===== config.mk =====
export PLATFORM = sky130hd
export DESIGN_NAME = pulse_meter_flat
export DESIGN_NICKNAME = d
export VERILOG_FILES = /design/src/rtl/pulse_meter_pkg.sv /design/src/rtl/pulse_meter_if.sv /design/src/rtl/pulse_meter_edge.sv /design/src/rtl/pulse_meter.sv /design/src/flat_wrapper.sv
export SDC_FILE = /design/constraint.sdc
export NUM_CORES = 1
export LEC_CHECK = 0
export BUFFER_PORTS_ARGS = -buffer_cell sky130_fd_sc_hd__buf_2
export CAP_MARGIN = 20
export CORE_MARGIN = 3
export CORE_UTILIZATION = 50
export CTS_CLUSTER_DIAMETER = 200
export DETAILED_ROUTE_END_ITERATION = 12
export HOLD_SLACK_MARGIN = 0.06
export PLACE_DENSITY_LB_ADDON = 0.1
export SLEW_MARGIN = 20
export SYNTH_ARGS = -nofsm -noshare
export SYNTH_HDL_FRONTEND = slang
export SYNTH_SLANG_ARGS = --single-unit

===== constraint.sdc =====
create_clock -name aclk -period 3.2 [get_ports aclk]
set_input_delay 0.16 -clock aclk [delete_from_list [all_inputs] [get_ports aclk]]
set_output_delay 0.16 -clock aclk [all_outputs]
set_load 0.005 [all_outputs]

===== src/rtl/pulse_meter_pkg.sv =====
// Shared types for the pulse meter.
// FSM states and result field offsets.
package pulse_meter_pkg;

  typedef enum logic [1:0] {
    IDLE,
    HIGH,
    LOW
  } state_t;

  localparam int WIDTH_LSB = 0;

  // Period sits directly above the width field.
  function automatic int period_lsb(input int cw);
    return cw;
  endfunction

endpackage


===== src/rtl/pulse_meter_if.sv =====
// Result stream interface (valid/ready).
// master drives tdata/tvalid, slave drives tready.
interface pulse_meter_if #(
  parameter int DW = 64
) ();

  logic [DW-1:0] tdata;
  logic          tvalid;
  logic          tready;

  modport master (
    output tdata,
    output tvalid,
    input  tready
  );

  modport slave (
    input  tdata,
    input  tvalid,
    output tready
  );

endinterface


===== src/rtl/pulse_meter_edge.sv =====
// din synchronizer plus edge detector.
// Ports: aclk, areset, din in; rise, fall, level out.
module pulse_meter_edge #(
  parameter int SYNC_STAGES = 2
) (
  input  logic aclk,
  input  logic areset,
  input  logic din,
  output logic rise,
  output logic fall,
  output logic level
);

  localparam int N = (SYNC_STAGES < 2) ? 2 : SYNC_STAGES;

  logic [N-1:0] sync;
  logic [N-1:0] fill;
  logic         prev;
  logic         armed;

  always_ff @(posedge aclk) begin
    if (areset) begin
      sync  <= '0;
      fill  <= '0;
      prev  <= 1'b0;
      armed <= 1'b0;
    end else begin
      sync <= {sync[N-2:0], din};
      fill <= {fill[N-2:0], 1'b1};
      prev <= sync[N-1];
      // Edges count only after a real low has been
      // seen, so a din held high across reset is not
      // mistaken for a rise.
      if (fill[N-1] && !sync[N-1])
        armed <= 1'b1;
    end
  end

  assign level = sync[N-1];
  assign rise  = armed & level & ~prev;
  assign fall  = armed & ~level & prev;

endmodule


===== src/rtl/pulse_meter.sv =====
// Pulse width / period meter with one-deep result reg.
// Ports: aclk, areset, cfg, din, m_axis, sts, timeout.
module pulse_meter
  import pulse_meter_pkg::*;
#(
  parameter int CNTR_WIDTH  = 32,
  parameter int SYNC_STAGES = 2
) (
  input  logic                  aclk,
  input  logic                  areset,
  input  logic [CNTR_WIDTH-1:0] cfg,
  input  logic                  din,
  pulse_meter_if.master         m_axis,
  output logic [CNTR_WIDTH-1:0] sts,
  output logic                  timeout
);

  localparam int CW = CNTR_WIDTH;
  localparam int PERIOD_LSB = period_lsb(CW);
  localparam logic [CW-1:0] MAX = '1;
  localparam logic [CW-1:0] ONE = {{(CW-1){1'b0}}, 1'b1};

  function automatic logic [CW-1:0] sat_inc(
    input logic [CW-1:0] v
  );
    return (v == MAX) ? v : v + ONE;
  endfunction

  logic rise;
  logic fall;
  logic level;

  pulse_meter_edge #(
    .SYNC_STAGES(SYNC_STAGES)
  ) u_edge (
    .aclk  (aclk),
    .areset(areset),
    .din   (din),
    .rise  (rise),
    .fall  (fall),
    .level (level)
  );

  state_t          state, state_nxt;
  logic [CW-1:0]   wcnt, wcnt_nxt;
  logic [CW-1:0]   pcnt, pcnt_nxt;
  logic [CW-1:0]   wlat, wlat_nxt;
  logic            emit;
  logic            tmo_nxt;
  logic            tmo_hit;
  logic [2*CW-1:0] res;

  // >= keeps a lowered cfg from being skipped over.
  assign tmo_hit = (cfg != '0) && (pcnt >= cfg);

  always_comb begin
    res = '0;
    res[WIDTH_LSB +: CW]  = wlat;
    res[PERIOD_LSB +: CW] = pcnt;
  end

  always_comb begin
    state_nxt = state;
    wcnt_nxt  = wcnt;
    pcnt_nxt  = pcnt;
    wlat_nxt  = wlat;
    emit      = 1'b0;
    tmo_nxt   = 1'b0;
    unique case (state)
      IDLE: begin
        wcnt_nxt = '0;
        pcnt_nxt = '0;
        if (rise) begin
          state_nxt = HIGH;
          wcnt_nxt  = ONE;
          pcnt_nxt  = ONE;
        end
      end
      HIGH: begin
        pcnt_nxt = sat_inc(pcnt);
        if (level)
          wcnt_nxt = sat_inc(wcnt);
        if (fall) begin
          wlat_nxt  = wcnt;
          state_nxt = LOW;
        end
        if (tmo_hit) begin
          state_nxt = IDLE;
          tmo_nxt   = 1'b1;
          wcnt_nxt  = '0;
          pcnt_nxt  = '0;
        end
      end
      LOW: begin
        pcnt_nxt = sat_inc(pcnt);
        if (rise) begin
          emit      = 1'b1;
          state_nxt = HIGH;
          wcnt_nxt  = ONE;
          pcnt_nxt  = ONE;
        end else if (tmo_hit) begin
          state_nxt = IDLE;
          tmo_nxt   = 1'b1;
          wcnt_nxt  = '0;
          pcnt_nxt  = '0;
        end
      end
      default: begin
        state_nxt = IDLE;
        wcnt_nxt  = '0;
        pcnt_nxt  = '0;
      end
    endcase
  end

  always_ff @(posedge aclk) begin
    if (areset) begin
      state <= IDLE;
      wcnt  <= '0;
      pcnt  <= '0;
      wlat  <= '0;
    end else begin
      state <= state_nxt;
      wcnt  <= wcnt_nxt;
      pcnt  <= pcnt_nxt;
      wlat  <= wlat_nxt;
    end
  end

  always_ff @(posedge aclk) begin
    if (areset) begin
      m_axis.tdata  <= '0;
      m_axis.tvalid <= 1'b0;
      sts           <= '0;
      timeout       <= 1'b0;
    end else begin
      timeout <= tmo_nxt;
      if (emit) begin
        // Load when empty or draining this cycle.
        if (!m_axis.tvalid || m_axis.tready) begin
          m_axis.tdata  <= res;
          m_axis.tvalid <= 1'b1;
        end else if (sts != MAX) begin
          sts <= sts + ONE;
        end
      end else if (m_axis.tvalid && m_axis.tready) begin
        m_axis.tvalid <= 1'b0;
      end
    end
  end

endmodule


===== src/flat_wrapper.sv =====
// flat-port wrapper written by rule: the top's interface ports become plain ports
module pulse_meter_flat import pulse_meter_pkg::*;
#(
  parameter int CNTR_WIDTH  = 32,
  parameter int SYNC_STAGES = 2
)
  (aclk, areset, cfg, din, sts, timeout, m_axis_tdata, m_axis_tvalid, m_axis_tready);
  pulse_meter_if #(.DW(2*(32))) m_axis_i ();
  input  logic aclk;
  input  logic areset;
  input  logic [CNTR_WIDTH-1:0] cfg;
  input  logic din;
  output logic [CNTR_WIDTH-1:0] sts;
  output logic timeout;
  output wire logic [$bits(m_axis_i.tdata)-1:0] m_axis_tdata;
  output wire logic [$bits(m_axis_i.tvalid)-1:0] m_axis_tvalid;
  input wire logic [$bits(m_axis_i.tready)-1:0] m_axis_tready;
  assign m_axis_tdata = m_axis_i.tdata;
  assign m_axis_tvalid = m_axis_i.tvalid;
  assign m_axis_i.tready = m_axis_tready;
  pulse_meter #(.CNTR_WIDTH(CNTR_WIDTH), .SYNC_STAGES(SYNC_STAGES)) u_core (.aclk(aclk), .areset(areset), .cfg(cfg), .din(din), .m_axis(m_axis_i), .sts(sts), .timeout(timeout));
endmodule

=== Word-level counts from Yosys, hierarchy flattened ===
Cells that the tools add are included.

* Add/sub/neg operators: 3
* $mul: 0
* Div/mod/pow operators: 0
* $lt $le $gt $ge: 1
* Equality and inequality tests: 11
* Shifts and indexed selects: 0
* Mux-type cells: 26
* Bitwise operators: 7
* Reduce and logical (&&, ||, !) cells: 15

{| class="wikitable"
|+ Operators by type and width
! operator !! number
|-
| $mux 32 || 8
|-
| $pmux 32 s3 || 2
|-
| $add 32x1->32 const B || 3
|-
| $eq 32x32->1 const B || 2
|-
| $ge 32x32->1 || 1
|-
| $ne 32x32->1 const B || 1
|-
| $reduce_bool 32->1 || 1
|-
| $mux 2 || 5
|-
| $mux 1 || 9
|-
| $reduce_and 3->1 || 3
|-
| $ne 3x1->1 const B || 2
|-
| $ne 3x2->1 const B || 2
|-
| $pmux 2 s3 || 1
|-
| $reduce_and 2->1 || 3
|-
| $and 1x1->1 || 4
|-
| $logic_and 1x1->1 || 3
|-
| $not 1->1 || 3
|-
| $eq 2x1->1 const B || 1
|-
| $eq 2x2->1 const B || 1
|-
| $logic_not 1->1 || 2
|-
| $logic_not 2->1 || 1
|-
| $ne 2x1->1 const B || 1
|-
| $ne 2x2->1 const B || 1
|-
| $pmux 1 s2 || 1
|-
| other kinds (2) || 2
|}

* Register bits after elaboration: 202
* Latch bits: 0
* Memory bits (writable): 0
* ROM bits: 0
* Logic and storage cells: 76
* Memories kept: 0

=== Logic depth before layout (Yosys ltp) ===
* Depth in word-level cells: 6
* Depth in mapped cells: 11
* Mapped depth without buffers: 9

=== Modules after synthesis ===
A second synthesis with hierarchy kept.

* Cells, all modules: 1177
* Area total of the unflattened synthesis: 9409.0 µm²

{| class="wikitable"
|+ Modules (own cells, without submodules)
! module !! instances !! cells an instance !! area an instance (µm²) !! sequential area each (µm²)
|-
| pulse_meter || 1 || 1161 || 9220.1 || 3923.8
|-
| pulse_meter_edge || 1 || 16 || 188.9 || 120.1
|}

=== Least setup slack after synthesis ===
Ideal clock, no wire load.

* Path type: reg-to-reg
* Start: register u_core.wcnt[8]
* End: register u_core.wcnt[0]
* Data arrival time: 2689 ps
* Required time: 3068 ps
* Setup slack: 379 ps
* Cell stages (with the launch flop): 11
* Buffers on the path: 3
* Path through: dfxtp_1 clkbuf_2 nand4_1 or4_4 or4_1 buf_2 o311a_4 buf_2 mux2_2 nand2_1 a21oi_1

* Cells in the longest elaborated chain, start to end: 3

{| class="wikitable"
|+ Ends and longest elaborated chain
! item !! RTL line !! text
|-
| start: declaration || pulse_meter.sv:45 || <nowiki>logic [CW-1:0] wcnt, wcnt_nxt;</nowiki>
|-
| start signal: assignment || pulse_meter.sv:124 || <nowiki>wcnt <= wcnt_nxt;</nowiki>
|-
| $eq 32x32->1 || pulse_meter.sv:26 || <nowiki>return (v == MAX) ? v : v + ONE;</nowiki>
|-
| $ne 3x2->1 (no line) || n/a ||
|-
| $reduce_and 3->1 (no line) || n/a ||
|}

Every way passes these cells.
A chain may end at the register's enable or synchronous reset.

=== Worst setup path after layout ===
* Start: register u_core.wcnt[8]
* End: register u_core.wcnt[6]

The elaborated chain is that of the path after synthesis.

==> qor.yml <==
drt:
  drt-total-wl_um: 23400
  vias: 8315
  top_layer: "met4"
  drt-initial-drc-count: 384
  drc: 0
  dr_wl_met2_um: 10200
  wl_per_cell_um: 15.3
  wl_met3_um: 1270
  drt-pass1-iter-count: 5
  met1Wirelength_um: 11400
  drtAntennaViolNets: 0
  avgViaCountPerCell: 5.43
die:
  rows: 49
  start_util: 0.511
  die_x_um: 142
  die-area_um2: 20100
  core_um2: 18100
  die_h_um: 142
  pin_count: 134
logic_synthesis:
  async_flop_share: 0
  yosysTopAreaCell: "dfxtp_1"
  synth_edf_count: 0
  synth_area_leaders: "dfxtp_1 (44%), nand2_1 (10%), a21oi_1 (6.7%), ha_1 (5.3%), nor2_1 (4.2%)"
  yosys_warnings: 0
  avgSynthCellArea_um2: 7.97
  syn_inst: 1159
  synthesis.area_um2: 9240
  ys_types: 58
  yosysSeqAreaShare: 0.438
  synth_top_area_frac: 0.438
  synth_ff_type: "dfxtp_1"
  synth_seq_cells: 202
  syn_nets: 1234
power:
  pwr-share-seq: 0.426
  netSwitchingFraction: 0.240
  p_leak_nw: 4.48
  p_int_mw: 4.56
  pwr-share-clk: 0.467
  ir_drop_mv: 0.451
  power.switching_mw: 1.44
  pwr_density_cell_nw_per_um2: 545
  comb_power_share: 0.107
setup_path:
  crit_path_max_incr_delay_ns: 0.60
  critPathLaunchType: "register"
  crit_fanout: 18
  crit_start: "u_core.wcnt[8]$_SDFFE_PP0P_"
  crit_required_ns: 3.65
  worst_ep_arrival_time_ns: 3.42
  path_cells: "nand4_1 -> or4_4 -> or4_1 -> o311a_4 -> nor4_4 -> buf_12 -> a21o_1 -> a22o_1"
  rr_startpoint: "u_core.wcnt[8]$_SDFFE_PP0P_"
  crit_type: "reg -> reg"
  crit_path_top_delay_cell: "or4_4"
  crit_family: "simple AND/OR/NAND/NOR gates"
  path_buf_inv: 1
  end_kind: "register"
timing:
  max_freq_mhz: 336
  finalCriticalPeriod_ns: 2.97
  tightest_slew_ns: 0.865
  slew_headroom: 0.420
  slew_violations: 0
  setup_tns_ns: 0
  rsz0062_at_grt: "no"
  finalCritPeriodShare: 0.930
  worst_hold_slack_ns: 0.411
  setup_violations: 0
  hold_viol: 0
  fin_skew_ns: 0.0111
global_route:
  grt_usage: 0.227
  antenna_found_initial: 0
  grt_pass1_vias: 7676
  grt_pass1_wl_um: 38600
  grt_max_degree: 71
  overflow: 0
cts:
  clock-sinks: 202
  cts_buffers: 22
  insertion_delay_ns: 0.50
  cts_buffer_depth: 3
  post_cts_resized: 0
  clkTransAtPathRegs_ns: 0.06
  root_buffer: "clkbuf_16"
  cts_tree: "yes"
  h-tree-depth: 1
  postCtsSetupRepairBufs: 0
job:
  maxCapViolations: 0
final_layout:
  area_growth_pct: 19.2
  final_cell_mix: "nand2_1 (253), dfxtp_1 (202), buf_2 (132), a21oi_1 (123), nor2_1 (103)"
  antennaDiodeCount: 0
  nets: 1360
  fin_cells: 1530
  layout_commonest_cell: "nand2_1"
  drive_gt1_frac: 0.158
placement:
  detailed_place_hpwl_um: 16300
  gp_congestion: 0.889
  numPortBuffers: 133
  dp.cells: 1487
hold_path:
  min_path_type: "in -> reg"
  min_from: "din"
run_status:
  status: "finished clean"
final cells by class:
class | instances | area [um^2]
inverters | 51 | 191
clock inverters | 9 | 145
fillers | 1688 | 7070
clock buffers | 31 | 666
well taps | 229 | 287
multi-input cells | 850 | 4790
flip-flops and latches | 202 | 4040
repair buffers | 158 | 888
state kept, by name, summed over array words and instances (netlist names), 2 cells and up:
register and flops:
u_core.u_edge.fill 2, u_core.pcnt 32, u_core.wlat 32, u_core.state 2, u_core.m_axis.tdata 64, u_core.wcnt 32
u_core.sts 32, u_core.u_edge.sync 2
cells by family (layout without fill, tap and decap cells):
group | Yosys count | count (layout) | share of synthesized area
XOR/XNOR | 58 | 58 | 0.0550
AO/OA/AOI/OAI | 208 | 208 | 0.136
flip-flops | 202 | 202 | 0.438
multiplexers | 4 | 4 | 0.00447
adder cells (fa/ha/maj) | 39 | 39 | 0.0528
buffers and inverters | 107 | 249 | 0.0458
AND/OR/NAND/NOR | 541 | 541 | 0.269
tightest hold or removal path, delay by kind of cell:
kind	cells	cell delay (ns)
buf+inv	2	0.60
simple gates	1	0.11
Yosys cell counts, types with 5 or more instances:
| cell type | number |
|---|---|
| o21ai_0 | 17 |
| nand2_1 | 254 |
| inv_1 | 50 |
| dfxtp_1 | 202 |
| and2_1 | 6 |
| and3_1 | 14 |
| o22ai_1 | 5 |
| nand4_1 | 28 |
| xnor2_1 | 24 |
| nand3_1 | 55 |
| ha_1 | 39 |
| a31oi_1 | 8 |
| a21oi_1 | 123 |
| a22o_1 | 13 |
| nor2_1 | 104 |
| a21o_1 | 13 |
| nor4_1 | 20 |
| nor2b_1 | 7 |
| clkbuf_1 | 48 |
| xor2_1 | 34 |
| nor3_1 | 18 |
| and4_1 | 15 |
per-stage QoR:
| stage | total power, mW | instance area [um^2] | utilization | setup slack [ns] |
|---|---|---|---|---|
| floorplan | 3.07 | 9240 | - | 0.379 |
| global placement | 3.24 | 10200 | 0.562 | 0.332 |
| detailed placement | 3.24 | 10200 | 0.562 | 0.252 |
| CTS | 6.04 | 11000 | 0.609 | 0.237 |
| global route | 6.23 | 11000 | 0.609 | 0.0390 |
| finish | 6.00 | 11000 | 0.609 | 0.225 |
what timing repair did:
action                                  CTS  global route
hold buffers                              3             0
endpoints found under the hold margin     3             0
endpoints found under the setup margin    0             0
path summary, 6_finish.rpt:
| kind | to | slack [ns] | cells past startpoint |
|---|---|---|---|
| worst max-delay path | u_core.wcnt[6]$_SDFFE_PP0P_ | 0.23 | 8 |
| worst max register to register | u_core.wcnt[6]$_SDFFE_PP0P_ | 0.23 | 8 |
| worst min-delay path | u_core.u_edge.sync[0]$_SDFF_PP0_ | 0.41 | 3 |
| worst min register to register | u_core.u_edge.sync[1]$_SDFF_PP0_ | 0.44 | 1 |
routing by layer:
metal	GRT usage	up-vias
met1	0.330	3826
met3	0.0363	37
li1	-	4237
met4	0.0571	0
met5	0	-
met2	0.356	215
power by group through the flow:
stage               Combinational (mW)  Clock [mW]  Sequential, mW
floorplan                        0.465           0            2.61
global placement                 0.625           0            2.61
detailed placement               0.629           0            2.61
CTS                              0.639        2.84            2.55
global route                     0.719        2.95            2.56
finish                           0.641        2.80            2.56
(Power assumes the default switching activity.)
